[config.mk]
export PLATFORM = sky130hd
export DESIGN_NAME = handshake_rr_buf
export DESIGN_NICKNAME = d
export VERILOG_FILES = /design/src/rtl/handshake_rr_buf.sv
export SDC_FILE = /design/constraint.sdc
export NUM_CORES = 1
export LEC_CHECK = 0
export ABC_CLOCK_PERIOD_IN_PS = 3200
export BUFFER_PORTS_ARGS = -buffer_cell sky130_fd_sc_hd__buf_2
export CAP_MARGIN = 20
export CELL_PAD_IN_SITES_DETAIL_PLACEMENT = 1
export CELL_PAD_IN_SITES_GLOBAL_PLACEMENT = 1
export CORE_MARGIN = 3
export CORE_UTILIZATION = 44
export CTS_CLUSTER_SIZE = 12
export DETAILED_ROUTE_END_ITERATION = 10
export PLACE_DENSITY_LB_ADDON = 0.1
export SLEW_MARGIN = 20
export SYNTH_ARGS = -nofsm -noshare
export SYNTH_HDL_FRONTEND = slang
export SYNTH_SLANG_ARGS = --single-unit
export TNS_END_PERCENT = 30
[constraint.sdc]
create_clock -name clk_i -period 3.2 [get_ports clk_i]
set_input_delay 0 -clock clk_i [delete_from_list [all_inputs] [get_ports clk_i]]
set_output_delay 0 -clock clk_i [all_outputs]
set_load 0.01 [all_outputs]
[src/rtl/handshake_rr_buf.sv]
// ============================================================================
// handshake_rr_buf : round-robin N-channel valid/ready merger into a show-ahead
//                    FIFO of {source channel, payload} words
// Revision: 1.0
// ============================================================================
`default_nettype none

module handshake_rr_buf #(
  parameter int DATA_W = 16,
  parameter int CH_NUM = 4,
  parameter int DEPTH  = 8
) (
  input  logic                        clk_i,
  input  logic                        srst_n_i,
  input  logic [CH_NUM*DATA_W-1:0]    data_i,
  input  logic [CH_NUM-1:0]           data_val_i,
  output logic [CH_NUM-1:0]           data_ready_o,
  output logic [DATA_W-1:0]           data_o,
  output logic [$clog2(CH_NUM)-1:0]   data_ch_o,
  output logic                        data_val_o,
  input  logic                        data_ready_i,
  output logic [$clog2(DEPTH):0]      usedw_o
);

  localparam int c_CHW = $clog2(CH_NUM);
  localparam int c_AW  = $clog2(DEPTH);
  localparam int c_WW  = c_CHW + DATA_W;
  localparam logic [c_CHW:0] c_CH_NUM = (c_CHW+1)'(CH_NUM);
  localparam logic [c_AW:0]  c_DEPTH  = (c_AW+1)'(DEPTH);

  logic [c_CHW-1:0] r_rr_ptr;
  logic [c_AW-1:0]  r_wr_ptr;
  logic [c_AW-1:0]  r_rd_ptr;
  logic [c_AW:0]    r_usedw;
  logic [c_WW-1:0]  r_mem [DEPTH];

  logic             w_any;
  logic [c_CHW-1:0] w_grant;
  logic [c_CHW:0]   w_idx_ext;
  logic [c_CHW:0]   w_grant_inc;
  logic [c_CHW-1:0] w_rr_next;
  logic             w_full;
  logic             w_push;
  logic             w_pop;

  // First valid channel at or above the pointer, wrapping modulo CH_NUM.
  always_comb begin
    w_any     = 1'b0;
    w_grant   = '0;
    w_idx_ext = '0;
    for (int i = 0; i < CH_NUM; i++) begin
      w_idx_ext = {1'b0, r_rr_ptr} + (c_CHW+1)'(i);
      if (w_idx_ext >= c_CH_NUM) begin
        w_idx_ext = w_idx_ext - c_CH_NUM;
      end
      if (!w_any && data_val_i[w_idx_ext[c_CHW-1:0]]) begin
        w_any   = 1'b1;
        w_grant = w_idx_ext[c_CHW-1:0];
      end
    end
  end

  assign w_grant_inc = {1'b0, w_grant} + (c_CHW+1)'(1);
  assign w_rr_next   = (w_grant_inc == c_CH_NUM) ? '0 : w_grant_inc[c_CHW-1:0];

  // A full buffer refuses input even when a pop frees a slot this cycle.
  assign w_full = (r_usedw == c_DEPTH);
  assign w_push = srst_n_i && w_any && !w_full;
  assign w_pop  = data_val_o && data_ready_i;

  assign data_ready_o = w_push ? (CH_NUM'(1) << w_grant) : '0;

  always_ff @(posedge clk_i) begin
    if (!srst_n_i) begin
      r_rr_ptr <= '0;
      r_wr_ptr <= '0;
      r_rd_ptr <= '0;
      r_usedw  <= '0;
    end else begin
      if (w_push) begin
        r_rr_ptr <= w_rr_next;
        r_wr_ptr <= r_wr_ptr + 1'b1;
      end
      if (w_pop) begin
        r_rd_ptr <= r_rd_ptr + 1'b1;
      end
      case ({w_push, w_pop})
        2'b10:   r_usedw <= r_usedw + 1'b1;
        2'b01:   r_usedw <= r_usedw - 1'b1;
        default: r_usedw <= r_usedw;
      endcase
    end
  end

  always_ff @(posedge clk_i) begin
    if (w_push) begin
      r_mem[r_wr_ptr] <= {w_grant, data_i[w_grant*DATA_W +: DATA_W]};
    end
  end

  assign data_val_o = (r_usedw != '0);
  assign data_o     = r_mem[r_rd_ptr][DATA_W-1:0];
  assign data_ch_o  = r_mem[r_rd_ptr][c_WW-1:DATA_W];
  assign usedw_o    = r_usedw;

endmodule

`default_nettype wire

==> results of run 1 <==
[per-layer routing]
| layer | wire length [um] | vias up |
|---|---|---|
| met5 | 0 | - |
| met4 | 97 | 0 |
| met3 | 790 | 6 |
| met2 | 7289 | 91 |
| met1 | 6222 | 1901 |
| li1 | - | 1734 |
[worst paths after layout]
| kind | end | depth (start not counted) | slack (ns) | startpoint |
|---|---|---|---|---|
| setup / recovery | usedw_o[2] | 11 | 0.59 | usedw_o[1] |
| hold / removal | r_rr_ptr[1] | 4 | 0.08 | data_val_i[2] |
| setup reg to reg | usedw_o[2] | 11 | 0.59 | usedw_o[1] |
| hold reg to reg | r_rr_ptr[1] | 2 | 0.56 | r_rr_ptr[1] |
[registers in the layout, indices dropped and copies added, names as in the netlist, named ones only]
register and count:
r_rr_ptr 1, r_mem 144, r_rd_ptr 3, r_wr_ptr 3, usedw_o 4
[layout make-up]
class,count,area (um2)
inverters,7,26.28
repair buffers,116,660.6
fillers,1448,6994
clock inverters,12,103.9
flip-flops and latches,159,4626
well taps,211,264.0
multi-input cells,180,2250
clock buffers,20,446.7
[critical path, cell delays in order, from the launching register on]
cell	delay, ns
dfxtp_1	0.48
nor3_2	0.09
a21boi_1	0.22
o41a_2	0.28
inv_2	0.15
ha_1	0.29
xor2_1	0.16
ha_1	0.19
a21oi_1	0.14
xor2_1	0.09
or3_1	0.30
a21boi_0	0.16
[power by group]
part	internal [mW]	total, mW	switching, mW
Combinational	0.822	1.73	0.913
Sequential	2.72	2.89	0.162
Clock	1.03	1.87	0.834
[per-stage QoR]
stage,cells,cell area (um2),worst slack [ns],setup TNS [ns],hold slack (ns)
5_1_grt,705,8377,0.3210,0,0.09310
2_1_floorplan,365,7013,-0.08118,-1.461,0.1513
3_3_place_gp,670,7796,0.7011,0,0.3199
3_5_place_dp,670,7796,0.5804,0,0.3574
6_report,705,8377,0.5854,0,0.07939
4_1_cts,705,8377,0.5588,0,0.05588
[repair_timing]
item	4_1_cts	5_1_grt
hold buffers	3	0
buffers inserted	0	0
hold endpoints to repair	14	0
[cell usage in the layout (no fill, tap or decap), drive strengths merged, types with 4 or more instances in the layout]
cell    netlist  routed
nand2        10      10
a21oi         7       7
inv           7      12
buf          15     113
dfxtp        15      15
and2         10      10
mux2i        50      50
edfxtp      144     144
nand3         4       4
mux4         36      36
xnor2         4       4
clkbuf        4      20
ha            9       9
clkinv        0       5
mux2         18      18
[logic make-up (layout without fill, tap and decap cells)]
kind of cell	after synthesis	after routing	share of synthesized area
buffers and inverters	26	155	0.02821
XOR/XNOR	7	7	0.008750
AND/OR/NAND/NOR	42	42	0.03536
AO/OA/AOI/OAI	18	18	0.01625
adder cells (fa/ha/maj)	9	9	0.01607
flip-flops	159	159	0.6600
multiplexers	104	104	0.2354
[synthesized netlist by cell type, drive strengths merged]
library cell and instances:
nand3b 1, ha 9, edfxtp 144, mux4 36, a21oi 7, o41a 1
o21ai 3, clkbuf 4, mux2 18, nand3 4, a21boi 3, xnor2 4
nand2 10, and2 10, inv 7, mux2i 50, or3 1, nor2b 3
nand2b 1, nor2 2, o22ai 2, nor4 1, dfxtp 15, and3b 1
nor3 3, o22a 1, xor2 3, a21o 1, buf 15, nor3b 3
nor4b 2
==> impl_metrics.toml, run 1 <==
[clock_network]
cts.reportedPaths.clkPinSlew_ns = 0.07
cts_tree = "done"
cts-root-buf = "clkbuf_16"
cts_resized = 0
clk_latency_ns = 0.42
cts.sinks = 159
htree_num_levels = 4
clk_path_buf_depth = 2
cts_made_buffers = 17

[drt]
vias_per_cell = 5.294
wl_per_cell_um = 20.43
drtIter0Drc = 203
drt-total-wl_um = 14400
firstDrtPassIters = 5
vias = 3732
antenna_left = 0
drc_errors = 0

[logic_synthesis]
synth_top_area_cell = "edfxtp_1"
synth_nets = 445
seq_area_frac_synth = 0.6600
synth.avg_cell_area_um2 = 19.20
synth_seq_cells = 159
yosys.area.top_type_share = 0.6171
synth_cells = 365
yosysWarnings = 0
synthTopCellsByArea = "edfxtp_1 (62%), mux4_1 (14%), mux2i_1 (7.1%)"
synth_area_um2 = 7007
synth.distinct_cells = 41

[timing]
hold_viol = 0
worstMarginPinSlew_ns = 0.6352
slew_headroom = 0.5644
fmax_mhz = 382.5
rsz0062_at_grt = "false"
setup_viol = 0
skew_ns = 0.01179
post-route-period-util = 0.8171
fin_crit_ns = 2.615
slew_violations = 0

[pwr]
leakagePower_nw = 3.102
max-vdd-ir-drop_mv = 0.4021
power.density_nw_per_um2 = 774.5
total_power_mw = 6.488

[global_route]
groute.layer.met1.usage = 0.2186
grt_use_met3 = 0.04275
grt_pass1_vias = 3963
antenna_found_initial = 0
grt_pass1_wl_um = 22340
grt_max_degree = 37
overflow = 0
busiest_layer = "met2"
track_usage = 0.1694
grt_use_met2 = 0.2856

[worst_setup_path]
critPathKind = "register to register"
cp-start-kind = "register"
crit_fanout = 10
crit_required_ns = 3.55
arrival_ns = 2.96
end_kind = "register"

[final_layout]
fin_nets = 561
area_delta_synth_final_pct = 19.55
antenna_cells = 0
postLayoutCoreUtil = 0.5450
drive_gt1_frac = 0.3543

[die]
start_util = 0.4558
dieHeight_um = 132.2
pin_count = 98
die-area_um2 = 17470
die_w_um = 132.2
core-area_um2 = 15370
rows = 45

[place]
portBuffers = 97
gp_congestion = 0.6917
dp_hpwl_um = 8943

[status]
outcome = "completed"

[job]
cap_violations = 0

[hold_path]
hp-class = "input pin to register"
Power figures use the tool's default switching activity.
==> inputs of run 2 (changes only) <==
ABC_AREA = 1   (was default)
ABC_CLOCK_PERIOD_IN_PS = 2300   (was 3200)
CORE_UTILIZATION = 40   (was 44)
clock period = 2.3 ns   (was 3.2 ns; I/O delays follow)
==> run 2 against run 1 <==
Net effect: the flow now finishes with violations (setup timing); clock skew increased by 0.0023 ns; maximum frequency grew 11%; die area grew 15%; synthesized cell count is 110% higher; power rose to 2.6 times the previous value; register-to-register slack got worse by 0.65 ns; utilization fell by 0.053 points; via count is 58% higher; combinational power grew to 5.0 times the previous value; worst setup slack worse by 0.65 ns; non-clock buffer count rose by 47; hold slack worse by 0.0074 ns.
==> impl_metrics.toml, run 2 <==
[status]
outcome = "complete, but fails checks"
violations = "setup timing"

[worst_setup_path]
worst_path_max_delay_cell = "dfxtp_4"
crit_required_ns = 2.43
cp-start-kind = "register"
end_kind = "register"
crit_chain = "buf_6, nand2_2, nand2_4, inv_2, o21ai_4, or2_4, nand2_4, buf_4, or2_4, nor2_4, clkbuf_16"
arrival_ns = 2.49
crit_fanout = 9
critPathKind = "register to register"
crit_path_max_incr_delay_ns = 0.41
r2r_cells = 11

[timing]
fin_ws_ns = -0.06048
rsz0062_at_grt = "true"
fmax_mhz = 423.6
setup_viol = 71
worstMarginPinSlew_ns = 0.3734
fin_crit_ns = 2.360
skew_ns = 0.01412
whs_ns = 0.07197
hold_viol = 0
slew_violations = 0
post-route-period-util = 1.026
slew_headroom = 0.7499

[logic_synthesis]
async_reset_ff_frac = 0
synth_nets = 842
synth_top_area_cell = "edfxtp_1"
synthTopCellsByCount = "nor2_1 (146), edfxtp_1 (144), nand2_1 (89)"
seq_area_frac_synth = 0.6255
synth_cells = 762
synth_seq_cells = 159
yosys.area.top_type_share = 0.5849
synthTopCellsByArea = "edfxtp_1 (58%), nor2_1 (7.4%), o21ai_0 (5.5%)"
synth.avg_cell_area_um2 = 9.703
synth_area_um2 = 7393
synth_most_common_cell = "nor2_1"
synth_edf_count = 144
synth.distinct_cells = 32
yosysWarnings = 0
synthFlopType = "edfxtp_1"

[global_route]
grt_max_degree = 37
antenna_found_initial = 0
overflow = 0
grt_pass1_wl_um = 33060
track_usage = 0.2097
grt_pass1_vias = 6258

[pwr]
max-vdd-ir-drop_mv = 0.8712
total_power_mw = 16.67
power.density_nw_per_um2 = 1693
leakagePower_nw = 4.082

[final_layout]
top_register = "r_mem"
design_area_um2 = 9847
drive_gt1_frac = 0.3170
largest_reg_flops = 144
fin_nets = 985
postLayoutCoreUtil = 0.5444
area_delta_synth_final_pct = 33.19
antenna_cells = 0
stdcell_count = 1147
layout_common_cells = "edfxtp_1 (144), nor2_1 (140), buf_2 (97)"
final_common_cell = "edfxtp_1"

[place]
placed_cells = 1091
dpl-instance-area_um2 = 8487
dp_hpwl_um = 13920
gp_congestion = 0.7949
portBuffers = 97

[die]
die-area_um2 = 20150
rows = 49
dieHeight_um = 142.0
start_util = 0.4088
core-area_um2 = 18090
pin_count = 98
die_w_um = 142.0

[drt]
firstDrtPassIters = 4
wl_per_cell_um = 18.52
drc_errors = 0
vias_per_cell = 5.143
drtIter0Drc = 261
antenna_left = 0
drt-total-wl_um = 21240
vias = 5899

[job]
cap_violations = 0

[clock_network]
htree_num_levels = 4
clk_latency_ns = 0.42
cts.sinks = 159
cts-root-buf = "clkbuf_16"
cts_tree = "done"
cts_made_buffers = 17
clk_path_buf_depth = 2
cts.reportedPaths.clkPinSlew_ns = 0.07

[hold_path]
hold_depth = 5
hp-class = "input pin to register"
## run 2: cell families (layout without fill, tap and decap cells)
kind of cell / after synthesis / count (layout) / synth area share
AND/OR/NAND/NOR: 327 / 327 / 0.1872
buffers and inverters: 132 / 288 / 0.07159
adder cells (fa/ha/maj): 9 / 9 / 0.01523
AO/OA/AOI/OAI: 131 / 131 / 0.09579
XOR/XNOR: 4 / 4 / 0.004739
flip-flops: 159 / 159 / 0.6255
## run 2: final cells by class
class	instances	area (um2)
clock buffer	17	425.4
clock inverter	15	207.7
fill	2011	8239
inverter	93	356.6
multi-input combinational	471	2698
sequential	159	4633
tap	229	286.5
timing repair buffer	163	1240
## run 2: metrics by stage
stage	setup TNS (ns)	worst slack, ns
floorplan	-9.962	-0.1131
global placement	-4.216	-0.07666
detailed placement	-29.48	-0.2636
CTS	-0.09837	-0.04928
global route	-12.68	-0.1972
finish	-2.798	-0.06048
## run 2: worst max-delay path, delay by kind of cell, from the launching register on
kind / cells / cell delay (ns)
buf+inv: 4 / 0.58
flops: 1 / 0.41
compound gates: 1 / 0.19
simple gates: 6 / 0.89
## run 2: path summary, 6_finish.rpt
| path | endpoint | slack [ns] | start |
|---|---|---|---|
| worst max register to register | r_mem[0][9] | -0.06 | register |
| worst min register to register | r_rd_ptr[2] | 0.47 | r_rd_ptr[2] |
| worst max-delay path | r_mem[0][9] | -0.06 | register |
| worst min-delay path | r_mem[1][11] | 0.07 | data_i[59] |
## run 2: power breakdown
part	leakage, nW	internal [mW]	switching (mW)
Sequential	1.43	4.87	0.248
Clock	0.302	1.83	1.15
Combinational	2.35	3.29	5.28
## run 2: timing repair
action,4_1_cts,5_1_grt
hold buffers,2,0
gates resized for setup,54,69
gates cloned,2,2
setup endpoints to repair,286,220
pin swaps,15,21
hold endpoints to repair,13,0
setup buffers,14,4
## run 2: per-layer routing
| layer | track usage | wire (um) | up-vias |
|---|---|---|---|
| met1 | 0.2859 | 9420 | 2859 |
| met4 | 0.05303 | 161 | 0 |
| li1 | - | - | 2867 |
| met3 | 0.03259 | 1022 | 10 |
| met2 | 0.3542 | 10630 | 163 |
| met5 | 0 | 0 | - |
==> inputs of run 3 (changes only) <==
ABC_AREA = 0   (was 1)
CORE_UTILIZATION = 44   (was 40)
==> run 3 against run 2 <==
Net effect: the flow now finishes without violations; clock skew fell by 0.0058 ns; power fell by 43%; wire length fell by 31%; count of clock-buffer cells in the layout rose by 1; combinational power fell by 69%; global-route usage fell by 3.6 points; largest power group is now sequential cells; cell area fell by 13%; die area fell by 13%; critical path depth fell by 2; sequential cell count did not move; critical path type is now register to output port.
==> impl_metrics.toml, run 3 (synthesis gave the netlist of run 1 again) <==
[global_route]
grt_max_degree = 37
grt_pass1_wl_um = 22850
overflow = 0
antenna_found_initial = 0
track_usage = 0.1735
grt_pass1_vias = 4162

[timing]
fmax_mhz = 464.6
setup_viol = 0
skew_ns = 0.008352
rsz0062_at_grt = "false"
fin_setup_tns_ns = 0
slew_headroom = 0.5221
hold_viol = 0
worstMarginPinSlew_ns = 0.6969
slew_violations = 0
post-route-period-util = 0.9359
whs_ns = 0.1378
fin_crit_ns = 2.152

[final_layout]
final_common_cell = "edfxtp_1"
drive_gt1_frac = 0.3762
stdcell_count = 716
layout_common_cells = "edfxtp_1 (144), buf_2 (97), mux2i_1 (50)"
fillers = 1415
fin_nets = 572
area_delta_synth_final_pct = 22.88
top_register = "r_mem"
largest_reg_flops = 144
antenna_cells = 0

[pwr]
max-vdd-ir-drop_mv = 0.6225
leakagePower_nw = 3.207
power.density_nw_per_um2 = 1098

[drt]
drc_errors = 0
antenna_left = 0
drt-total-wl_um = 14600
wl_per_cell_um = 20.39
firstDrtPassIters = 4
vias_per_cell = 5.304
vias = 3798
drtIter0Drc = 178

[die]
die_w_um = 132.2
dieHeight_um = 132.2
core-area_um2 = 15370
rows = 45
die-area_um2 = 17470
pin_count = 98
start_util = 0.4558

[worst_setup_path]
crit_required_ns = 2.30
crit_fanout = 28
crit_family = "buffers and inverters"
crit_chain = "nor2b_1, a21oi_1, o22ai_1, a21oi_4, buf_12, inv_1, ha_1, and2_1, buf_2"
worst_path_max_delay_cell = "dfxtp_1"
crit_buf_inv = 3
end_kind = "output port"
cp-start-kind = "register"
crit_path_max_incr_delay_ns = 0.40
critPathKind = "register to output port"
arrival_ns = 2.15

[clock_network]
cts_made_buffers = 17
cts.sinks = 159
cts_tree = "done"
clk_path_buf_depth = 2
cts.reportedPaths.clkPinSlew_ns = 0.06
htree_num_levels = 4
clk_latency_ns = 0.42
cts-root-buf = "clkbuf_16"

[status]
outcome = "completed"

[hold_path]
hp-start = "data_val_i[2]"
hp-class = "input pin to register"

[place]
gp_congestion = 0.7244
portBuffers = 97
dp_hpwl_um = 9485
placed_cells = 680

[job]
cap_violations = 0
==> run 3: changes by cell type in the layout (fill, tap and decap cells not counted), moves of 19 or more <==
cell | before | now
nand2_1 | 60 | 9
mux4_1 | 0 | 36
nor2_1 | 140 | 1
nand3_1 | 51 | 4
mux2i_1 | 0 | 50
nand3_2 | 24 | 0
buf_4 | 43 | 21
a31oi_1 | 19 | 0
inv_1 | 82 | 6
o21ai_0 | 76 | 3
nand2_4 | 22 | 0
==> run 3: worst min-delay path: stages <==
cell	delay (ns)
buf_2	0.11
o41a_2	0.16
buf_4	0.15
nand2_1	0.06
nand2_1	0.05
==> run 3: area by class of cell <==
| class | count | area, um2 | share of cell area |
|---|---|---|---|
| Tap cell | 211 | 264.0 | 0.03066 |
| Sequential cell | 159 | 4626 | 0.5373 |
| Timing Repair Buffer | 127 | 793.3 | 0.09214 |
| Multi-Input combinational cell | 180 | 2306 | 0.2678 |
| Clock inverter | 14 | 165.2 | 0.01918 |
| Clock buffer | 18 | 429.2 | 0.04985 |
| Inverter | 7 | 26.28 | 0.003052 |
==> run 3: stage by stage <==
step	utilization	power [mW]	instance area [um2]	worst slack [ns]
2_1_floorplan	-	5.781	7041	-0.5092
5_1_grt	0.5601	9.951	8610	0.001066
3_5_place_dp	0.5171	6.704	7949	0.05330
3_3_place_gp	0.5171	6.573	7949	0.1405
4_1_cts	0.5578	9.525	8573	0.02941
6_report	0.5601	9.450	8610	0.1475
==> run 3: final timing paths <==
path | endpoint | cells after the start | slack [ns]
max | data_ready_o[0] | 9 | 0.15
min | r_rr_ptr[1] | 5 | 0.14
max reg2reg | r_mem[7][15] | 6 | 0.19
min reg2reg | r_rr_ptr[1] | 2 | 0.55
==> run 3: layer usage <==
metal	part of all wire	global-route usage	up-vias	wire (um)
met4	0.0091	0.04677	0	133
met5	0	0	-	0
li1	-	-	1751	-
met1	0.44	0.2250	1943	6446
met3	0.044	0.04542	12	645
met2	0.51	0.2925	92	7375
==> run 3: where the power goes <==
part	internal, mW	total [mW]	switching, mW	leakage [nW]
Combinational	1.29	2.69	1.40	1.48
Clock	1.70	2.80	1.09	0.293
Sequential	3.79	3.96	0.176	1.43
Total	6.78	9.45	2.67	3.21
==> run 3: repair_timing <==
item	in CTS	in global routing
setup buffers	0	1
endpoints found under the setup margin	0	1
gates resized for setup	0	7
endpoints found under the hold margin	14	0
hold buffers	3	0
